==> src/rtl/rtc_pkg.sv <==
// Shared types, digit limits and helper functions for the real-time-clock core.
package rtc_pkg;

    typedef struct packed {
        logic [1:0] h1;
        logic [3:0] h0;
        logic [2:0] m1;
        logic [3:0] m0;
        logic [2:0] s1;
        logic [3:0] s0;
    } rtc_time_t;

    typedef struct packed {
        logic [1:0] h1;
        logic [3:0] h0;
        logic [2:0] m1;
        logic [3:0] m0;
    } rtc_hm_t;

    typedef struct packed {
        logic      pm;
        rtc_time_t t;
    } rtc_disp_t;

    typedef enum logic {
        SNZ_IDLE,
        SNZ_WAIT
    } snz_state_t;

    localparam int unsigned UNITS_W      = 4;
    localparam int unsigned TENS_W       = 3;
    localparam int unsigned UNITS_MAX    = 9;
    localparam int unsigned TENS_MAX     = 5;
    localparam logic [5:0]  HOUR_MAX_BCD = 6'h23;

    function automatic logic rtc_valid(input rtc_time_t t);
        return (t.s0 <= 4'(UNITS_MAX)) && (t.s1 <= 3'(TENS_MAX)) &&
               (t.m0 <= 4'(UNITS_MAX)) && (t.m1 <= 3'(TENS_MAX)) &&
               (t.h0 <= 4'(UNITS_MAX)) && ({t.h1, t.h0} <= HOUR_MAX_BCD);
    endfunction

    function automatic rtc_disp_t rtc_to_12h(input rtc_time_t t);
        rtc_disp_t  d;
        logic [4:0] h;
        logic [4:0] h12;
        h    = 5'(t.h1) * 5'd10 + 5'(t.h0);
        d.t  = t;
        d.pm = (h >= 5'd12);
        if (h == 5'd0)
            h12 = 5'd12;
        else if (h > 5'd12)
            h12 = h - 5'd12;
        else
            h12 = h;
        if (h12 >= 5'd10) begin
            d.t.h1 = 2'd1;
            d.t.h0 = 4'(h12 - 5'd10);
        end else begin
            d.t.h1 = 2'd0;
            d.t.h0 = h12[3:0];
        end
        return d;
    endfunction

endpackage

==> src/rtl/rtc_timekeeper_digit.sv <==
// Single BCD counter digit with synchronous load and combinational carry-out.
module rtc_bcd_digit
    import rtc_pkg::*;
#(
    parameter int unsigned W   = 4,
    parameter int unsigned MAX = 9
) (
    input  logic         clk,
    input  logic         rst,
    input  logic         en,
    input  logic         load,
    input  logic [W-1:0] load_val,
    output logic [W-1:0] value,
    output logic         carry
);

    assign carry = en && (value == W'(MAX));

    always_ff @(posedge clk) begin
        if (rst)
            value <= '0;
        else if (load)
            value <= load_val;
        else if (en)
            value <= (value == W'(MAX)) ? '0 : value + W'(1);
    end

endmodule

==> src/rtl/rtc_timekeeper.sv <==
// RTC core: prescaler, 24 h BCD time chain, alarm slots and 12/24 h display.
// Optional snooze logic is built when RTC_SNOOZE_EN is defined.
module rtc_timekeeper
    import rtc_pkg::*;
#(
    parameter  int unsigned CLK_DIV    = 2,
    parameter  int unsigned NUM_ALARMS = 4,
    parameter  int unsigned SNOOZE_MIN = 5,
    localparam int unsigned AW         = (NUM_ALARMS > 1) ? $clog2(NUM_ALARMS) : 1
) (
    input  logic                  clk,
    input  logic                  rst,
    input  logic                  mode_24h,
    input  logic                  set_time,
    input  logic [19:0]           set_value,
    input  logic                  set_alarm,
    input  logic [AW-1:0]         alarm_id,
    input  logic [19:0]           alarm_value,
    input  logic [NUM_ALARMS-1:0] alarm_enable,
    input  logic                  alarm_ack,
    input  logic                  snooze,
    output logic [19:0]           hh_mm_ss,
    output logic                  pm,
    output logic                  sec_pulse,
    output logic [NUM_ALARMS-1:0] alarm_fire,
    output logic                  set_err
);

    localparam int unsigned PW       = (CLK_DIV > 1) ? $clog2(CLK_DIV) : 1;
    localparam int unsigned SLOTS_P2 = 1 << AW;

    logic [PW-1:0]         presc;
    logic                  wrap;
    logic                  adv;
    logic                  time_ok;
    logic                  alarm_ok;
    logic                  load;
    rtc_time_t             set_t;
    rtc_time_t             cur;
    rtc_disp_t             d12;
    logic [3:0]            s0, m0, h0, h0_nx;
    logic [2:0]            s1, m1;
    logic [1:0]            h1, h1_nx;
    logic                  s0c, s1c, m0c, m1c;
    rtc_hm_t               hm_next;
    rtc_hm_t               slot [NUM_ALARMS];
    logic [SLOTS_P2-1:0]   id_valid;
    logic [NUM_ALARMS-1:0] fire_set;
    logic [NUM_ALARMS-1:0] rearm;
    logic                  snz_accept;
    logic                  clr_all;
    logic                  unused_bits;

    assign unused_bits = ^alarm_value[6:0];

    assign set_t     = rtc_time_t'(set_value);
    assign time_ok   = rtc_valid(set_t);
    assign load      = set_time && time_ok;
    assign wrap      = (presc == PW'(CLK_DIV - 1));
    assign sec_pulse = wrap;
    assign adv       = wrap && !set_time;

    always_ff @(posedge clk) begin
        if (rst)
            presc <= '0;
        else if (load || wrap)
            presc <= '0;
        else
            presc <= presc + PW'(1);
    end

    rtc_bcd_digit #(.W(UNITS_W), .MAX(UNITS_MAX)) u_s0 (
        .clk(clk), .rst(rst), .en(adv), .load(load),
        .load_val(set_t.s0), .value(s0), .carry(s0c)
    );
    rtc_bcd_digit #(.W(TENS_W), .MAX(TENS_MAX)) u_s1 (
        .clk(clk), .rst(rst), .en(s0c), .load(load),
        .load_val(set_t.s1), .value(s1), .carry(s1c)
    );
    rtc_bcd_digit #(.W(UNITS_W), .MAX(UNITS_MAX)) u_m0 (
        .clk(clk), .rst(rst), .en(s1c), .load(load),
        .load_val(set_t.m0), .value(m0), .carry(m0c)
    );
    rtc_bcd_digit #(.W(TENS_W), .MAX(TENS_MAX)) u_m1 (
        .clk(clk), .rst(rst), .en(m0c), .load(load),
        .load_val(set_t.m1), .value(m1), .carry(m1c)
    );

    // Hours kept as a pair so 23 wraps to 00 rather than 29 -> 30.
    always_comb begin
        h1_nx = h1;
        h0_nx = h0;
        if ({h1, h0} == HOUR_MAX_BCD) begin
            h1_nx = '0;
            h0_nx = '0;
        end else if (h0 == 4'(UNITS_MAX)) begin
            h1_nx = h1 + 2'd1;
            h0_nx = '0;
        end else begin
            h0_nx = h0 + 4'd1;
        end
    end

    always_ff @(posedge clk) begin
        if (rst) begin
            h1 <= '0;
            h0 <= '0;
        end else if (load) begin
            h1 <= set_t.h1;
            h0 <= set_t.h0;
        end else if (m1c) begin
            h1 <= h1_nx;
            h0 <= h0_nx;
        end
    end

    assign cur = {h1, h0, m1, m0, s1, s0};

    // hh:mm the chain moves to on a minute rollover; only meaningful while s1c.
    always_comb begin
        hm_next.m0 = m0c ? '0 : m0 + 4'd1;
        hm_next.m1 = m0c ? (m1c ? '0 : m1 + 3'd1) : m1;
        hm_next.h1 = m1c ? h1_nx : h1;
        hm_next.h0 = m1c ? h0_nx : h0;
    end

    always_comb begin
        for (int unsigned i = 0; i < SLOTS_P2; i++)
            id_valid[i] = (i < NUM_ALARMS);
    end

    assign alarm_ok = rtc_valid(rtc_time_t'({alarm_value[19:7], 7'd0})) && id_valid[alarm_id];

    always_ff @(posedge clk) begin
        if (rst) begin
            for (int unsigned i = 0; i < NUM_ALARMS; i++)
                slot[i] <= '0;
        end else if (set_alarm && alarm_ok) begin
            for (int unsigned i = 0; i < NUM_ALARMS; i++)
                if (alarm_id == AW'(i))
                    slot[i] <= rtc_hm_t'(alarm_value[19:7]);
        end
    end

    always_ff @(posedge clk) begin
        if (rst)
            set_err <= 1'b0;
        else
            set_err <= (set_time && !time_ok) || (set_alarm && !alarm_ok);
    end

    always_comb begin
        for (int unsigned i = 0; i < NUM_ALARMS; i++)
            fire_set[i] = s1c && alarm_enable[i] && (hm_next == slot[i]);
    end

    assign clr_all = alarm_ack || snz_accept;

    always_ff @(posedge clk) begin
        if (rst)
            alarm_fire <= '0;
        else
            alarm_fire <= fire_set | rearm | (alarm_fire & alarm_enable & ~{NUM_ALARMS{clr_all}});
    end

`ifdef RTC_SNOOZE_EN
    localparam int unsigned SNZ_SECS = SNOOZE_MIN * 60;
    localparam int unsigned SCW      = $clog2(SNZ_SECS + 1);

    snz_state_t            snz_state, snz_state_nx;
    logic [SCW-1:0]        snz_cnt, snz_cnt_nx;
    logic [NUM_ALARMS-1:0] snz_mask, snz_mask_nx;

    always_ff @(posedge clk) begin
        if (rst) begin
            snz_state <= SNZ_IDLE;
            snz_cnt   <= '0;
            snz_mask  <= '0;
        end else begin
            snz_state <= snz_state_nx;
            snz_cnt   <= snz_cnt_nx;
            snz_mask  <= snz_mask_nx;
        end
    end

    always_comb begin
        snz_state_nx = snz_state;
        snz_cnt_nx   = snz_cnt;
        snz_mask_nx  = snz_mask;
        snz_accept   = 1'b0;
        rearm        = '0;
        if (alarm_ack) begin
            snz_state_nx = SNZ_IDLE;
        end else if (snooze && (|alarm_fire)) begin
            snz_accept   = 1'b1;
            snz_state_nx = SNZ_WAIT;
            snz_cnt_nx   = SCW'(SNZ_SECS);
            snz_mask_nx  = alarm_fire;
        end else if (snz_state == SNZ_WAIT && sec_pulse) begin
            if (snz_cnt == SCW'(1)) begin
                rearm        = snz_mask & alarm_enable;
                snz_state_nx = SNZ_IDLE;
            end
            snz_cnt_nx = snz_cnt - SCW'(1);
        end
    end
`else
    logic unused_snooze;

    assign unused_snooze = snooze;
    assign snz_accept    = 1'b0;
    assign rearm         = '0;
`endif

    assign d12      = rtc_to_12h(cur);
    assign hh_mm_ss = mode_24h ? cur : d12.t;
    assign pm       = mode_24h ? 1'b0 : d12.pm;

endmodule

==> config.mk <==
export PLATFORM = sky130hd
export DESIGN_NAME = rtc_timekeeper
export DESIGN_NICKNAME = d
export VERILOG_FILES = /design/src/rtl/rtc_pkg.sv /design/src/rtl/rtc_timekeeper_digit.sv /design/src/rtl/rtc_timekeeper.sv
export SDC_FILE = /design/constraint.sdc
export NUM_CORES = 1
export LEC_CHECK = 0
export BUFFER_PORTS_ARGS = -buffer_cell sky130_fd_sc_hd__buf_2
export CAP_MARGIN = 20
export CORE_MARGIN = 5
export CORE_UTILIZATION = 29
export DETAILED_ROUTE_END_ITERATION = 8
export PLACE_DENSITY_LB_ADDON = 0.2
export SLEW_MARGIN = 20
export SYNTH_ARGS = -nofsm -noshare
export SYNTH_HDL_FRONTEND = slang
export SYNTH_SLANG_ARGS = --single-unit
==> constraint.sdc <==
create_clock -name clk -period 3.7 [get_ports clk]
set_input_delay 0.37 -clock clk [delete_from_list [all_inputs] [get_ports clk]]
set_output_delay 0.37 -clock clk [all_outputs]
set_load 0.01 [all_outputs]
==> flow_summary_export.csv <==
group,metric,value,unit
floorplanning,initial_core_util,29.4,%
power_and_ir_drop,internal_power,1.77,mW
setup_path,endpoint_kind,"output pin",
logic_synthesis,synthMuxAreaShare,2.48,%
floorplanning,core-area,0.0158,sq mm
routing,first_pass_iters,4,
floorplanning,num_rows,46,
routing,routed_wl,13400,um
logic_synthesis,yosys.area.top_type,"edfxtp_1",
clock_network,htreeDepth,3,
timing,setup_viol_count_final,0,
logic_synthesis,synth_area,0.00465,sq mm
timing,min_period,3.52,ns
run,cap_violations,0,
outcome,status,"complete, no violations",
logic_synthesis,synthArstFlopShare,0,%
floorplanning,num_io_pins,80,
power_and_ir_drop,comb_power_share,12.0,%
power_and_ir_drop,power.density,399,mW/mm^2
power_and_ir_drop,total_power,2.32,mW
logic_synthesis,synth_top_family_by_area,"simple AND/OR/NAND/NOR gates",
clock_network,hold_buffers,0,
setup_path,reg2reg_slack,0.80,ns
setup_path,worstPathArrival,3.15,ns
place,place_congestion,0.835,
timing,setup_tns,0,ns
routing,via_per_inst,4.95,
logic_synthesis,yosysTopAreaCellShare,33.6,%
routing,routedWlPerCell,17.2,um
logic_synthesis,synth-warning-count,0,
power_and_ir_drop,peakVddDrop,0.223,mV
timing,relSlewSlack,45.8,%
power_and_ir_drop,sw_frac_of_total,23.5,%
global_routing,grt_max_degree,31,
global_routing,grt_pass1_wl,20700,um
logic_synthesis,synth-compound-area-share,14.4,%
clock_network,cts-root-buf,"clkbuf_16",
routing,drc,0,
floorplanning,die-area,0.0187,sq mm
finish,diodes,0,
clock_network,clock_latency,0.35,ns
logic_synthesis,synth-xor-area-share,8.10,%
timing,timing.fmax,284,MHz
clock_network,clkSlewWorstSetupHoldPaths,0.06,ns
logic_synthesis,synth_flop_cell,"edfxtp_1",
global_routing,antenna_found_initial,0,
place,placed_cells,764,
power_and_ir_drop,clockPowerShare,44.4,%
setup_path,critPathKind,"flip-flop to output pin",
logic_synthesis,ys_seq_elements,78,
setup_path,startpoint_type,"flip-flop",
routing,ant_nets,0,
logic_synthesis,syn_avg_cell_area,9.83,sq um
setup_path,endpoint,"hh_mm_ss[16]",
logic_synthesis,synth_edf_count,52,
global_routing,grt_pass1_vias,3810,
setup_path,cp.required,3.33,ns
setup_path,r2r_end,"alarm_fire[0]",
power_and_ir_drop,p_sw,0.544,mW
clock_network,cts_made_buffers,9,
timing,skew,0.00665,ns
logic_synthesis,synth_common_cells,"52 x and2_1, 52 x edfxtp_1, 42 x nor2_1",
logic_synthesis,synthAdderAreaFrac,3.93,%
power_and_ir_drop,leakagePower,2.20,nW
setup_path,crit_chain,"ha_4, inv_1, fa_2, inv_2, ha_2, nand2_1, a21oi_2, a21oi_1, mux2_2, ha_4, o21ai_1, o211ai_1, a21boi_1, o22ai_1, buf_2",
logic_synthesis,synth_cell_type_count,60,
setup_path,cpPeakStageDelay,0.48,ns
logic_synthesis,synth.net_count,540,
finish,syn2layout_area_growth,24.7,%
floorplanning,fp.dieH,137,um
timing,worst_pin_slew,0.809,ns
global_routing,track_usage,14.6,%
floorplanning,die_width,137,um
clock_network,clock-sinks,78,
setup_path,cp_max_fo,4,
logic_synthesis,synth-simple-area-share,23.2,%
setup_path,worstSetupStartpoint,"h0[1]",
logic_synthesis,synthTopCellsByArea,"edfxtp_1 34%, dfxtp_1 11%, and2_1 7.0%, xor2_1 4.7%, ha_1 3.5%",
setup_path,r2r_cells,10,
hold_path,hold_class,"input pin to flip-flop",
logic_synthesis,syn-instance-count,473,
routing,dr_total_vias,3868,
finish,nets,629,
timing,drv_slew,0,
timing,rsz0062_at_grt,"false",
clock_network,cts_tree,"built",
setup_path,cpMaxStageDelayCell,"fa_2",
setup_path,crit_top_cell,"ha_4",
finish,finalNonFillerCells,782,
setup_path,r2r_start,"u_m0.value[1]",
timing,fin_crit_sh,95.1,%
global_routing,grt.overflow.total,0,
routing,drt_iter0_drc,339,
place,dpl.hpwl,10200,um
finish,drive_above_1_share,23.9,%
clock_network,clock_path_buffers,2,
timing,finalHoldViolCount,0,
place,portBuffers,71,
logic_synthesis,yosysSeqAreaShare,44.8,%
power_and_ir_drop,seq_power_share,43.5,%
==> layout make-up <==
type,instances,area [sq um]
clock inverter,5,108
fill,1608,10000
clock buffer,10,239
timing repair buffer,95,536
sequential,78,2090
inverter,20,75.1
tap,216,270
multi-input combinational,358,2480
==> worst min path at each step <==
stage	startpoint	to	slack [ns]	cells after the start
global route	set_value[7]	u_m0.value[0]	0.28	3
detailed placement	alarm_fire[0]	alarm_fire[0]	0.48	2
global placement	alarm_fire[3]	alarm_fire[3]	0.49	2
CTS	set_value[7]	u_m0.value[0]	0.27	3
floorplan	alarm_fire[0]	alarm_fire[0]	0.49	2
finish	set_value[7]	u_m0.value[0]	0.28	3
==> power by group through the flow <==
stage / registers, mW / clock network, mW / logic (mW)
floorplan: 1.02 / 0 / 0.155
global placement: 1.02 / 0 / 0.260
detailed placement: 1.03 / 0 / 0.266
CTS: 1.01 / 1.06 / 0.271
global route: 1.01 / 1.09 / 0.307
finish: 1.01 / 1.03 / 0.278
==> per-layer routing <==
metal / up-vias / wire length (um) / global-route usage (%)
met1: 1859 / 6420 / 19.9
met2: 86 / 6220 / 23.5
met5: - / 0 / 0
met3: 16 / 589 / 2.90
li1: 1907 / - / -
met4: 0 / 185 / 4.42
==> critical path, delay by kind of cell (launching register included) <==
family	cells	cell delay, ns
buffers and inverters	3	0.31
AOI/OAI and AO/OA	6	0.79
and+or+nand+nor	1	0.08
adders and majority gates	4	0.98
muxes	1	0.31
DFF	1	0.33
==> repair_timing <==
item / in CTS / in global routing
gates resized for setup: 6 / 13
setup endpoints to repair: 3 / 4
pin swaps: 3 / 10
buffers inserted: 1 / 2
==> layout by cell type (no fill, tap or decap), types with 3 or more instances in the layout <==
cell type / n
inv_1: 18
dfxtp_1: 22
nor4_1: 3
buf_4: 24
xor2_1: 25
a22oi_1: 5
a2111oi_0: 4
o21bai_1: 3
nor2_1: 42
bufinv_16: 3
nand3b_1: 4
mux2i_1: 9
nand2b_1: 3
o21ai_0: 14
and2_1: 52
a221oi_1: 4
a21oi_1: 23
dfxtp_2: 4
edfxtp_1: 52
a211oi_1: 13
buf_2: 71
clkbuf_16: 9
nand3_1: 20
nand4_1: 10
xnor2_1: 17
ha_1: 9
nand2_1: 20
nor3_1: 13
or3_1: 4
and3_1: 6
==> registers in the layout, summed over array words and instances, names as in the netlist, 2 cells and up <==
name and count:
h1 2, h0 4, u_m1.value 3, u_m0.value 4, alarm_fire 4, u_s1.value 3
slot 52, u_s0.value 4
==> cell families after synthesis <==
kind of cell / after synthesis
and+or+nand+nor: 192
AOI/OAI and AO/OA: 98
DFF: 78
xor gates and xnor gates: 43
buffers and inverters: 37
adders and majority gates: 14
muxes: 11
==> metrics by stage <==
step           instance area, sq um  setup WS [ns]  hold slack (ns)  utilization, %
2_1_floorplan                  4650          0.396            0.494               -
3_3_place_gp                   5370          0.404            0.486            33.9
3_5_place_dp                   5370          0.248            0.484            33.9
4_1_cts                        5740         0.0247            0.266            36.3
5_1_grt                        5800       0.000659            0.278            36.6
6_report                       5800          0.183            0.275            36.6
Power figures use the tool's default switching activity.
